## src/rtl/startup_pkg.sv

```systemverilog
// Shared types for the STARTUPE2 CCLK/DONE controller: FSM state encoding
// and the DONE pin drive modes.
package startup_pkg;

    typedef enum logic [1:0] {
        ST_WAIT     = 2'd0,
        ST_PREAMBLE = 2'd1,
        ST_IDLE     = 2'd2,
        ST_BURST    = 2'd3
    } state_e;

    localparam logic [1:0] DONE_HIZ   = 2'd0;
    localparam logic [1:0] DONE_LOW   = 2'd1;
    localparam logic [1:0] DONE_HIGH  = 2'd2;
    localparam logic [1:0] DONE_BLINK = 2'd3;

endpackage

```

## src/rtl/STARTUPE2.sv

```systemverilog
// Behavioural stand-in for the Xilinx STARTUPE2 primitive. Only EOS is
// modelled; it is a plain variable the simulation environment can set to
// mimic the end of the configuration startup sequence.
module STARTUPE2 (
    input  logic CLK,
    input  logic GSR,
    input  logic GTS,
    input  logic KEYCLEARB,
    input  logic PACK,
    input  logic USRCCLKO,
    input  logic USRCCLKTS,
    input  logic USRDONEO,
    input  logic USRDONETS,
    output logic EOS
);

    logic sim_eos = 1'b0;
    logic unused_pins;

    assign EOS         = sim_eos;
    assign unused_pins = ^{CLK, GSR, GTS, KEYCLEARB, PACK, USRCCLKO,
                           USRCCLKTS, USRDONEO, USRDONETS};

endmodule

```

## src/rtl/cclk_pulse_gen.sv

```systemverilog
// CCLK waveform generator: a phase counter divides clk into CCLK periods
// (high first half, low second half) and a pulse counter counts completed
// periods against a latched length. Both counters sit at zero while idle.
module cclk_pulse_gen
#(
    parameter int CCLK_DIV = 4,
    parameter int LEN_W    = 16
)
(
    input  logic             i_clk,
    input  logic             i_rst_n,
    input  logic             i_run,
    input  logic             i_load,
    input  logic [LEN_W-1:0] i_len,
    output logic             o_cclk,
    output logic             o_pulse,
    output logic             o_last,
    output logic             o_len_zero
);

    localparam int PH_W = (CCLK_DIV > 2) ? $clog2(CCLK_DIV) : 1;
    localparam logic [PH_W-1:0] PH_LAST = PH_W'(CCLK_DIV - 1);
    localparam logic [PH_W-1:0] PH_HALF = PH_W'(CCLK_DIV / 2);

    logic [PH_W-1:0]  r_phase;
    logic [LEN_W-1:0] r_cnt;
    logic [LEN_W-1:0] r_len;

    // Phase and pulse counters advance only while running; idle clears them.
    always_ff @(posedge i_clk or negedge i_rst_n) begin
        if (!i_rst_n) begin
            r_phase <= '0;
            r_cnt   <= '0;
        end else if (!i_run) begin
            r_phase <= '0;
            r_cnt   <= '0;
        end else if (r_phase == PH_LAST) begin
            r_phase <= '0;
            r_cnt   <= r_cnt + LEN_W'(1);
        end else begin
            r_phase <= r_phase + PH_W'(1);
        end
    end

    // Length is captured when a preamble or burst is accepted.
    always_ff @(posedge i_clk or negedge i_rst_n) begin
        if (!i_rst_n) begin
            r_len <= '0;
        end else if (i_load) begin
            r_len <= i_len;
        end
    end

    // A zero length suppresses every CCLK edge.
    assign o_len_zero = (r_len == '0);
    assign o_cclk     = i_run && !o_len_zero && (r_phase < PH_HALF);
    assign o_pulse    = i_run && !o_len_zero && (r_phase == PH_LAST);
    assign o_last     = o_pulse && (r_cnt == (r_len - LEN_W'(1)));

endmodule

```

## src/rtl/startup_cclk_ctrl.sv

```systemverilog
// Post-configuration owner of USRCCLKO and DONE. Waits for EOS and PLL
// lock, emits a preamble of CCLK pulses, then serves CCLK bursts on a
// level request. Any loss of lock drops back to WAIT and replays the
// preamble on re-lock.
// Handshake: burst_req is a level; in IDLE it is accepted immediately,
// burst_ack pulses on the first BURST cycle, burst_done pulses on the first
// IDLE cycle after the final low phase; a held request is re-accepted after
// exactly one IDLE cycle.
module startup_cclk_ctrl
    import startup_pkg::*;
#(
    parameter int CCLK_DIV     = 4,
    parameter int PREAMBLE_CYC = 3,
    parameter int LEN_W        = 16,
    parameter int BLINK_LOG2   = 22
)
(
    input  logic             i_clk,
    input  logic             i_rst_n,
    input  logic             i_locked,
    input  logic [1:0]       i_done_mode,
    input  logic             i_burst_req,
    input  logic [LEN_W-1:0] i_burst_len,
    output logic             o_burst_ack,
    output logic             o_burst_done,
    output logic             o_busy,
    output logic             o_ready,
    output logic             o_aborted,
    output logic             o_cclk_mon,
    output logic [1:0]       o_dbg_state
);

    state_e                r_state;
    state_e                w_state_next;
    logic [1:0]            r_eos_sync;
    logic [1:0]            r_lock_sync;
    logic                  r_eos_seen;
    logic                  r_ack;
    logic                  r_done;
    logic                  r_aborted;
    logic [BLINK_LOG2-1:0] r_blink_cnt;
    logic                  r_donets;
    logic                  r_doneo;

    logic                  w_eos;
    logic                  w_eos_s;
    logic                  w_lock_s;
    logic                  w_eos_ok;
    logic                  w_run;
    logic                  w_load;
    logic [LEN_W-1:0]      w_load_len;
    logic                  w_cclk;
    logic                  w_last;
    logic                  w_len_zero;
    logic                  w_unused_pulse;

    assign w_eos_s  = r_eos_sync[1];
    assign w_lock_s = r_lock_sync[1];
    // EOS only has to be seen once per reset.
    assign w_eos_ok = r_eos_seen || w_eos_s;
    assign w_run    = (r_state == ST_PREAMBLE) || (r_state == ST_BURST);

    // Two-flop synchronisers for EOS and PLL lock, plus the sticky EOS flag.
    always_ff @(posedge i_clk or negedge i_rst_n) begin
        if (!i_rst_n) begin
            r_eos_sync  <= 2'b00;
            r_lock_sync <= 2'b00;
            r_eos_seen  <= 1'b0;
        end else begin
            r_eos_sync  <= {r_eos_sync[0], w_eos};
            r_lock_sync <= {r_lock_sync[0], i_locked};
            r_eos_seen  <= r_eos_seen || w_eos_s;
        end
    end

    // FSM state register.
    always_ff @(posedge i_clk or negedge i_rst_n) begin
        if (!i_rst_n) begin
            r_state <= ST_WAIT;
        end else begin
            r_state <= w_state_next;
        end
    end

    // Next-state and counter-load decode; lock loss overrides everything.
    always_comb begin
        w_state_next = r_state;
        w_load       = 1'b0;
        w_load_len   = '0;
        case (r_state)
            ST_WAIT: begin
                if (w_eos_ok && w_lock_s) begin
                    w_state_next = ST_PREAMBLE;
                    w_load       = 1'b1;
                    w_load_len   = LEN_W'(PREAMBLE_CYC);
                end
            end
            ST_PREAMBLE: begin
                if (w_last || w_len_zero) begin
                    w_state_next = ST_IDLE;
                end
            end
            ST_IDLE: begin
                if (i_burst_req) begin
                    w_state_next = ST_BURST;
                    w_load       = 1'b1;
                    w_load_len   = i_burst_len;
                end
            end
            ST_BURST: begin
                if (w_last || w_len_zero) begin
                    w_state_next = ST_IDLE;
                end
            end
            default: begin
                w_state_next = ST_WAIT;
            end
        endcase
        if (!w_lock_s) begin
            w_state_next = ST_WAIT;
            w_load       = 1'b0;
        end
    end

    // Handshake and abort pulses, each high for the state-entry cycle.
    always_ff @(posedge i_clk or negedge i_rst_n) begin
        if (!i_rst_n) begin
            r_ack     <= 1'b0;
            r_done    <= 1'b0;
            r_aborted <= 1'b0;
        end else begin
            r_ack     <= (r_state == ST_IDLE)  && (w_state_next == ST_BURST);
            r_done    <= (r_state == ST_BURST) && (w_state_next == ST_IDLE);
            r_aborted <= w_run && !w_lock_s;
        end
    end

    // Free-running blink counter for DONE mode 3.
    always_ff @(posedge i_clk or negedge i_rst_n) begin
        if (!i_rst_n) begin
            r_blink_cnt <= '0;
        end else begin
            r_blink_cnt <= r_blink_cnt + BLINK_LOG2'(1);
        end
    end

    // Registered DONE pin drive; reset leaves the pin released (hi-z).
    always_ff @(posedge i_clk or negedge i_rst_n) begin
        if (!i_rst_n) begin
            r_donets <= 1'b1;
            r_doneo  <= 1'b0;
        end else begin
            case (i_done_mode)
                DONE_HIZ: begin
                    r_donets <= 1'b1;
                    r_doneo  <= 1'b0;
                end
                DONE_LOW: begin
                    r_donets <= 1'b0;
                    r_doneo  <= 1'b0;
                end
                DONE_HIGH: begin
                    r_donets <= 1'b0;
                    r_doneo  <= 1'b1;
                end
                DONE_BLINK: begin
                    r_donets <= 1'b0;
                    r_doneo  <= r_blink_cnt[BLINK_LOG2-1];
                end
                default: begin
                    r_donets <= 1'b1;
                    r_doneo  <= 1'b0;
                end
            endcase
        end
    end

    cclk_pulse_gen #(
        .CCLK_DIV (CCLK_DIV),
        .LEN_W    (LEN_W)
    ) u_pulse_gen (
        .i_clk      (i_clk),
        .i_rst_n    (i_rst_n),
        .i_run      (w_run),
        .i_load     (w_load),
        .i_len      (w_load_len),
        .o_cclk     (w_cclk),
        .o_pulse    (w_unused_pulse),
        .o_last     (w_last),
        .o_len_zero (w_len_zero)
    );

    STARTUPE2 u_startup (
        .CLK       (1'b0),
        .GSR       (1'b0),
        .GTS       (1'b0),
        .KEYCLEARB (1'b1),
        .PACK      (1'b0),
        .USRCCLKO  (w_cclk),
        .USRCCLKTS (1'b0),
        .USRDONEO  (r_doneo),
        .USRDONETS (r_donets),
        .EOS       (w_eos)
    );

    assign o_burst_ack  = r_ack;
    assign o_burst_done = r_done;
    assign o_busy       = w_run;
    assign o_ready      = (r_state == ST_IDLE) || (r_state == ST_BURST);
    assign o_aborted    = r_aborted;
    assign o_cclk_mon   = w_cclk;
    assign o_dbg_state  = r_state;

endmodule

```

## config.mk

```make
export PLATFORM = sky130hd
export DESIGN_NAME = startup_cclk_ctrl
export DESIGN_NICKNAME = d
export VERILOG_FILES = /design/src/rtl/startup_pkg.sv /design/src/rtl/STARTUPE2.sv /design/src/rtl/cclk_pulse_gen.sv /design/src/rtl/startup_cclk_ctrl.sv
export SDC_FILE = /design/constraint.sdc
export NUM_CORES = 1
export LEC_CHECK = 0
export BUFFER_PORTS_ARGS = -buffer_cell sky130_fd_sc_hd__buf_2
export CORE_ASPECT_RATIO = 1.2
export CORE_MARGIN = 1.5
export CORE_UTILIZATION = 55
export DETAILED_ROUTE_END_ITERATION = 8
export HOLD_SLACK_MARGIN = 0.06
export PLACE_DENSITY = 0.86
export SLEW_MARGIN = 20
export SYNTH_ARGS = -nofsm -noshare
export SYNTH_HDL_FRONTEND = slang
export SYNTH_SLANG_ARGS = --single-unit
export TNS_END_PERCENT = 20
```

## constraint.sdc

```tcl
create_clock -name i_clk -period 2.1 [get_ports i_clk]
set_input_delay 0.42 -clock i_clk [delete_from_list [all_inputs] [get_ports i_clk]]
set_output_delay 0.42 -clock i_clk [all_outputs]
set_load 0.02 [all_outputs]
```

; Word level (Yosys, flattened, before mapping)
; Cells that the tools add are included.
[word_totals]
ff_bits = 42
word_cells = 53
input_bits = 22
[op_classes]
mux = 16
n_addsub = 3
n_eq_ne = 8
reduce_logical = 16
n_lt_le_gt_ge = 1
[op_table]
columns = cell, n
row1 = 16-bit 2-to-1 mux, 3
row2 = 16-bit one-hot mux with 2 select lines, 1
row3 = 16-bit by 1-bit adder with 16-bit output (second input constant), 1
row4 = 16-bit equality test, 1
row5 = 16-bit logical NOT, 1
row6 = 16-bit by 1-bit subtractor with 16-bit output (second input constant), 1
row7 = 2-bit 2-to-1 mux, 7
row8 = 2-bit equality test (second input constant), 5
row9 = 1-bit logical AND, 8
row10 = 2-bit one-hot mux with 3 select lines, 1
row11 = 1-bit logical OR, 3
row12 = 1-bit 2-to-1 mux, 3
row13 = 2-bit by 1-bit adder with 2-bit output (second input constant), 1
row14 = 2-bit by 1-bit equality test with 1-bit output (second input constant), 1
row15 = 1-bit logical NOT, 2
row16 = 2-bit logical NOT, 1
row17 = 2-bit less-than comparator (second input constant), 1
row18 = 2-bit inequality test (second input constant), 1
row19 = 1-bit one-hot mux with 2 select lines, 1
row20 = 2-bit OR reduction, 1

; Logic depth before layout (Yosys ltp)
[logic_depth]
word_depth = 11
ltp_mapped = 9
mapped_depth_nobuf = 8

; Modules after synthesis
; Synthesis repeated with hierarchy kept, for this count alone.
[hier_totals]
cells_unflattened = 328
area_unflattened_um2 = 3530.9
[modules_own_cells]
columns = mod, area_per_inst_um2, seq_area_each_um2, instances, cells_per_inst
row1 = cclk_pulse_gen, 2043.2, 850.8, 1, 197
row2 = startup_cclk_ctrl, 1476.4, 852.1, 1, 129
row3 = STARTUPE2, 11.3, 0.0, 1, 2

; Least setup slack after synthesis
; Ideal clock, no wire load.
[synth_timing]
kind = reg2out
from = register u_pulse_gen.r_len[6]
to = output port o_cclk_mon
path_stages_with_launch = 7
setup_slack_ns = -0.057
n_path_buf = 1
arrival_time_ns = 1.737
path_cell_list = dfrtp_1 > buf_6 > or3_4 > nor4_4 > nand3_1 > o31ai_1 > nor2_1
[synth_via]
elab_chain_cells = 4
[synth_lines]
columns = item, line_no
row1 = start: declaration, cclk_pulse_gen.sv:27  ; logic [LEN_W-1:0] r_len;
row2 = start signal: assignment, cclk_pulse_gen.sv:50  ; r_len <= i_len;
row3 = 16-bit logical NOT, cclk_pulse_gen.sv:55  ; assign o_len_zero = (r_len == '0);
row4 = 1-bit logical NOT, cclk_pulse_gen.sv:56  ; assign o_cclk = i_run && !o_len_zero && (r_phase < PH_HALF);
row5 = 1-bit logical AND (2 in a row), cclk_pulse_gen.sv:56
row6 = end: declaration, startup_cclk_ctrl.sv:29  ; output logic o_cclk_mon,
; No other way between the ends.

; Worst setup path in the final report
; Same ends and word-level chain as after synthesis.

==> impl_metrics.ini <==
[outcome]
status = finished, violations left
violations = negative setup slack

[drt]
drtIter0Drc = 127
totalWireLength_um = 5280
drc = 0
ant_nets = 0
wl_per_cell_um = 15.2
vias = 1965
via_per_inst = 5.66
first_pass_iters = 4

[critical_path]
cpPeakStageDelay_ps = 430
critical_path.startpoint_type = flop
crit_slowest_cell = or3_4
crit_path_end_kind = output port
critPathMaxFanout = 3
cp_cell_sequence = or3_4 > nor4_4 > nand3_2 > o31ai_4 > nor2_1 > buf_2
path_class = flop to output port
required_ps = 1680
crit_arrival_ps = 1980

[cts]
postCtsSetupBuffers = 0
htree_levels = 2
hold_buffers = 0
insertion_delay_ps = 290
numCtsBuffers = 5
cts_tree = yes
cts_sinks = 41
path_clk_slew_ps = 80
clockRootBuffer = clkbuf_8
clock_path_buffers = 2

[synth]
ys_warn_count = 0
yosysSeqAreaShare_pct = 43.6
yosysMostFrequentCell = nand2_1
syn_area_per_cell_sq_um = 9.30
synth_common_cells = nand2_1, dfrtp_1, xnor2_1
synth_cell_types = 47
synth_seq_cells = 41
ys.flop_type = dfrtp_1
synth_top_area_share_pct = 43.6
syn_nets = 278
synthesis.area_sq_um = 2350
synth_edf_count = 0
syn_inst = 253
synthTopCellsByArea = dfrtp_1, nand2_1, xnor2_1
synth_top_area_cell = dfrtp_1
async_reset_ff_share_pct = 100

[timing]
timing.final.crit_period_ps = 2400
setup_tns_ps = -342
fin_ws_ps = -303
fmax_ghz = 0.416
grt_setup_unrepaired = true
worst_pin_slew_ps = 599
clock_skew_ps = 10.1
hold_viol_final = 0
drv_slew = 0
fin_crit_sh_pct = 114
setup_viol = 2
max_slew_margin_pct = 60.0
hold_slack_ps = 75.8

[floorplanning]
die_h_um = 74.6
dieArea_sq_um = 4680
io_pins = 30
rows = 25
initial_utilization_pct = 58.3
core_sq_um = 4040
die_x_um = 62.7

[power]
switching_share_pct = 20.7
intPower_mw = 1.10
pwr-share-seq_pct = 56.9
clkPwrFrac_pct = 40.5
ir_drop_uv = 417
power_density_nw_per_um2 = 503
power_switching_mw = 0.288
leakagePower_nw = 1.33
p_comb_share_pct = 2.6

[global_route]
antenna_found_initial = 0
globalRouteTotalUtil_pct = 25.4
grt_max_degree = 42
grt_pass1_vias = 1987
grt_pass1_wl_um = 9100
gr-total-overflow = 0

[layout]
area_growth_pct = 17.8
drive_gt1_share_pct = 24.2
filler_cell_count = 312
nets = 317
diodes = 0

[placed_design]
routabilityCongestion = 0.879
place_hpwl_um = 3730
pre_cts_slack_ps = 9.52
port-buffer-count = 27

[run]
max_cap_violations = 0

[min_path]
hold_class = input port to async pin
-- routing by layer --
| metal | wire (um) | part of all wire (%) | up-vias | global-route usage, % |
|---|---|---|---|---|
| met5 | 0 | 0 | - | 0 |
| met4 | 187 | 3.5 | 0 | 12.8 |
| met3 | 168 | 3.2 | 16 | 4.78 |
| met2 | 2700 | 51 | 44 | 46.8 |
| met1 | 2220 | 42 | 958 | 28.8 |
| li1 | - | - | 947 | - |
-- cells by family (layout without fill, tap and decap cells) --
kind of cell / count (synthesis) / in the layout / share of synthesized area, %
and+or+nand+nor: 126 / 126 / 29.5
DFF: 41 / 41 / 43.6
AOI/OAI and AO/OA: 34 / 34 / 10.2
xor gates and xnor gates: 28 / 28 / 10.4
buffers and inverters: 19 / 59 / 3.78
adders and majority gates: 3 / 3 / 1.60
muxes: 2 / 2 / 0.851
-- registers in the layout, summed over array words and instances, names as in the netlist --
signal	cells
u_pulse_gen.r_cnt	16
u_pulse_gen.r_len	16
o_dbg_state	2
r_lock_sync	2
u_pulse_gen.r_phase	2
o_aborted	1
o_burst_ack	1
o_burst_done	1
-- stage by stage --
step	std cells	power (mW)	cell area [sq um]	util [%]
global route	347	1.44	2770	68.7
global placement	339	0.844	2640	65.5
detailed placement	339	0.845	2640	65.5
finish	347	1.39	2770	68.7
floorplan	253	0.808	2360	-
CTS	347	1.41	2760	68.5
-- what timing repair did --
item	CTS	global route
pin swaps	1	0
resized for setup	4	1
endpoints found under the setup margin	2	4
-- worst max-delay path, delay by kind of cell (launching register included) --
kind                   cells  cell delay (ps)
and+or+nand+nor            4              880
buffers and inverters      1              160
AOI/OAI and AO/OA          1              260
DFF                        1              390
-- path summary, 6_finish.rpt --
path	from	endpoint	slack (ps)	cells after the start
max in group asynchronous	i_rst_n	u_pulse_gen.r_cnt[12]	1810	2
worst max register to register	u_pulse_gen.r_len[2]	o_dbg_state[0]	-40	6
worst min register to register	r_lock_sync[0]	r_lock_sync[1]	360	0
min in group i_clk	i_locked	r_lock_sync[0]	230	1
worst min-delay path	i_rst_n	u_pulse_gen.r_len[3]	80	2
worst max-delay path	u_pulse_gen.r_len[6]	o_cclk_mon	-300	6
-- layout by cell type, fill, tap and decap left out, types with 5 or more instances in the layout --
cell type,n
and2_1,13
nand2_1,51
xnor2_1,20
inv_1,6
a21oi_1,5
xor2_1,8
nor3_1,5
buf_4,17
nor2_1,10
clkbuf_8,7
a21boi_0,5
o21ai_0,8
dfrtp_1,41
or3_1,5
buf_2,27
nand3_1,7
nand4_1,6
-- final cells by class --
cell class                 count  area (sq um)  share of cell area, %
multi-input combinational    193          1270                   45.8
sequential                    41          1030                   37.0
clock inverter                 1          5.00                  0.181
timing repair buffer          45           283                   10.2
tap                           54          67.6                   2.44
clock buffer                   7          96.3                   3.48
inverter                       6          22.5                  0.813
-- power groups by stage --
stage               Sequential [mW]  Combinational [mW]  Clock [mW]
global placement              0.808              0.0367           0
floorplan                     0.807            0.000379           0
global route                  0.792              0.0422       0.609
detailed placement            0.808              0.0371           0
finish                        0.792              0.0359       0.564
CTS                           0.792              0.0375       0.579
Power figures use the tool's default switching activity.
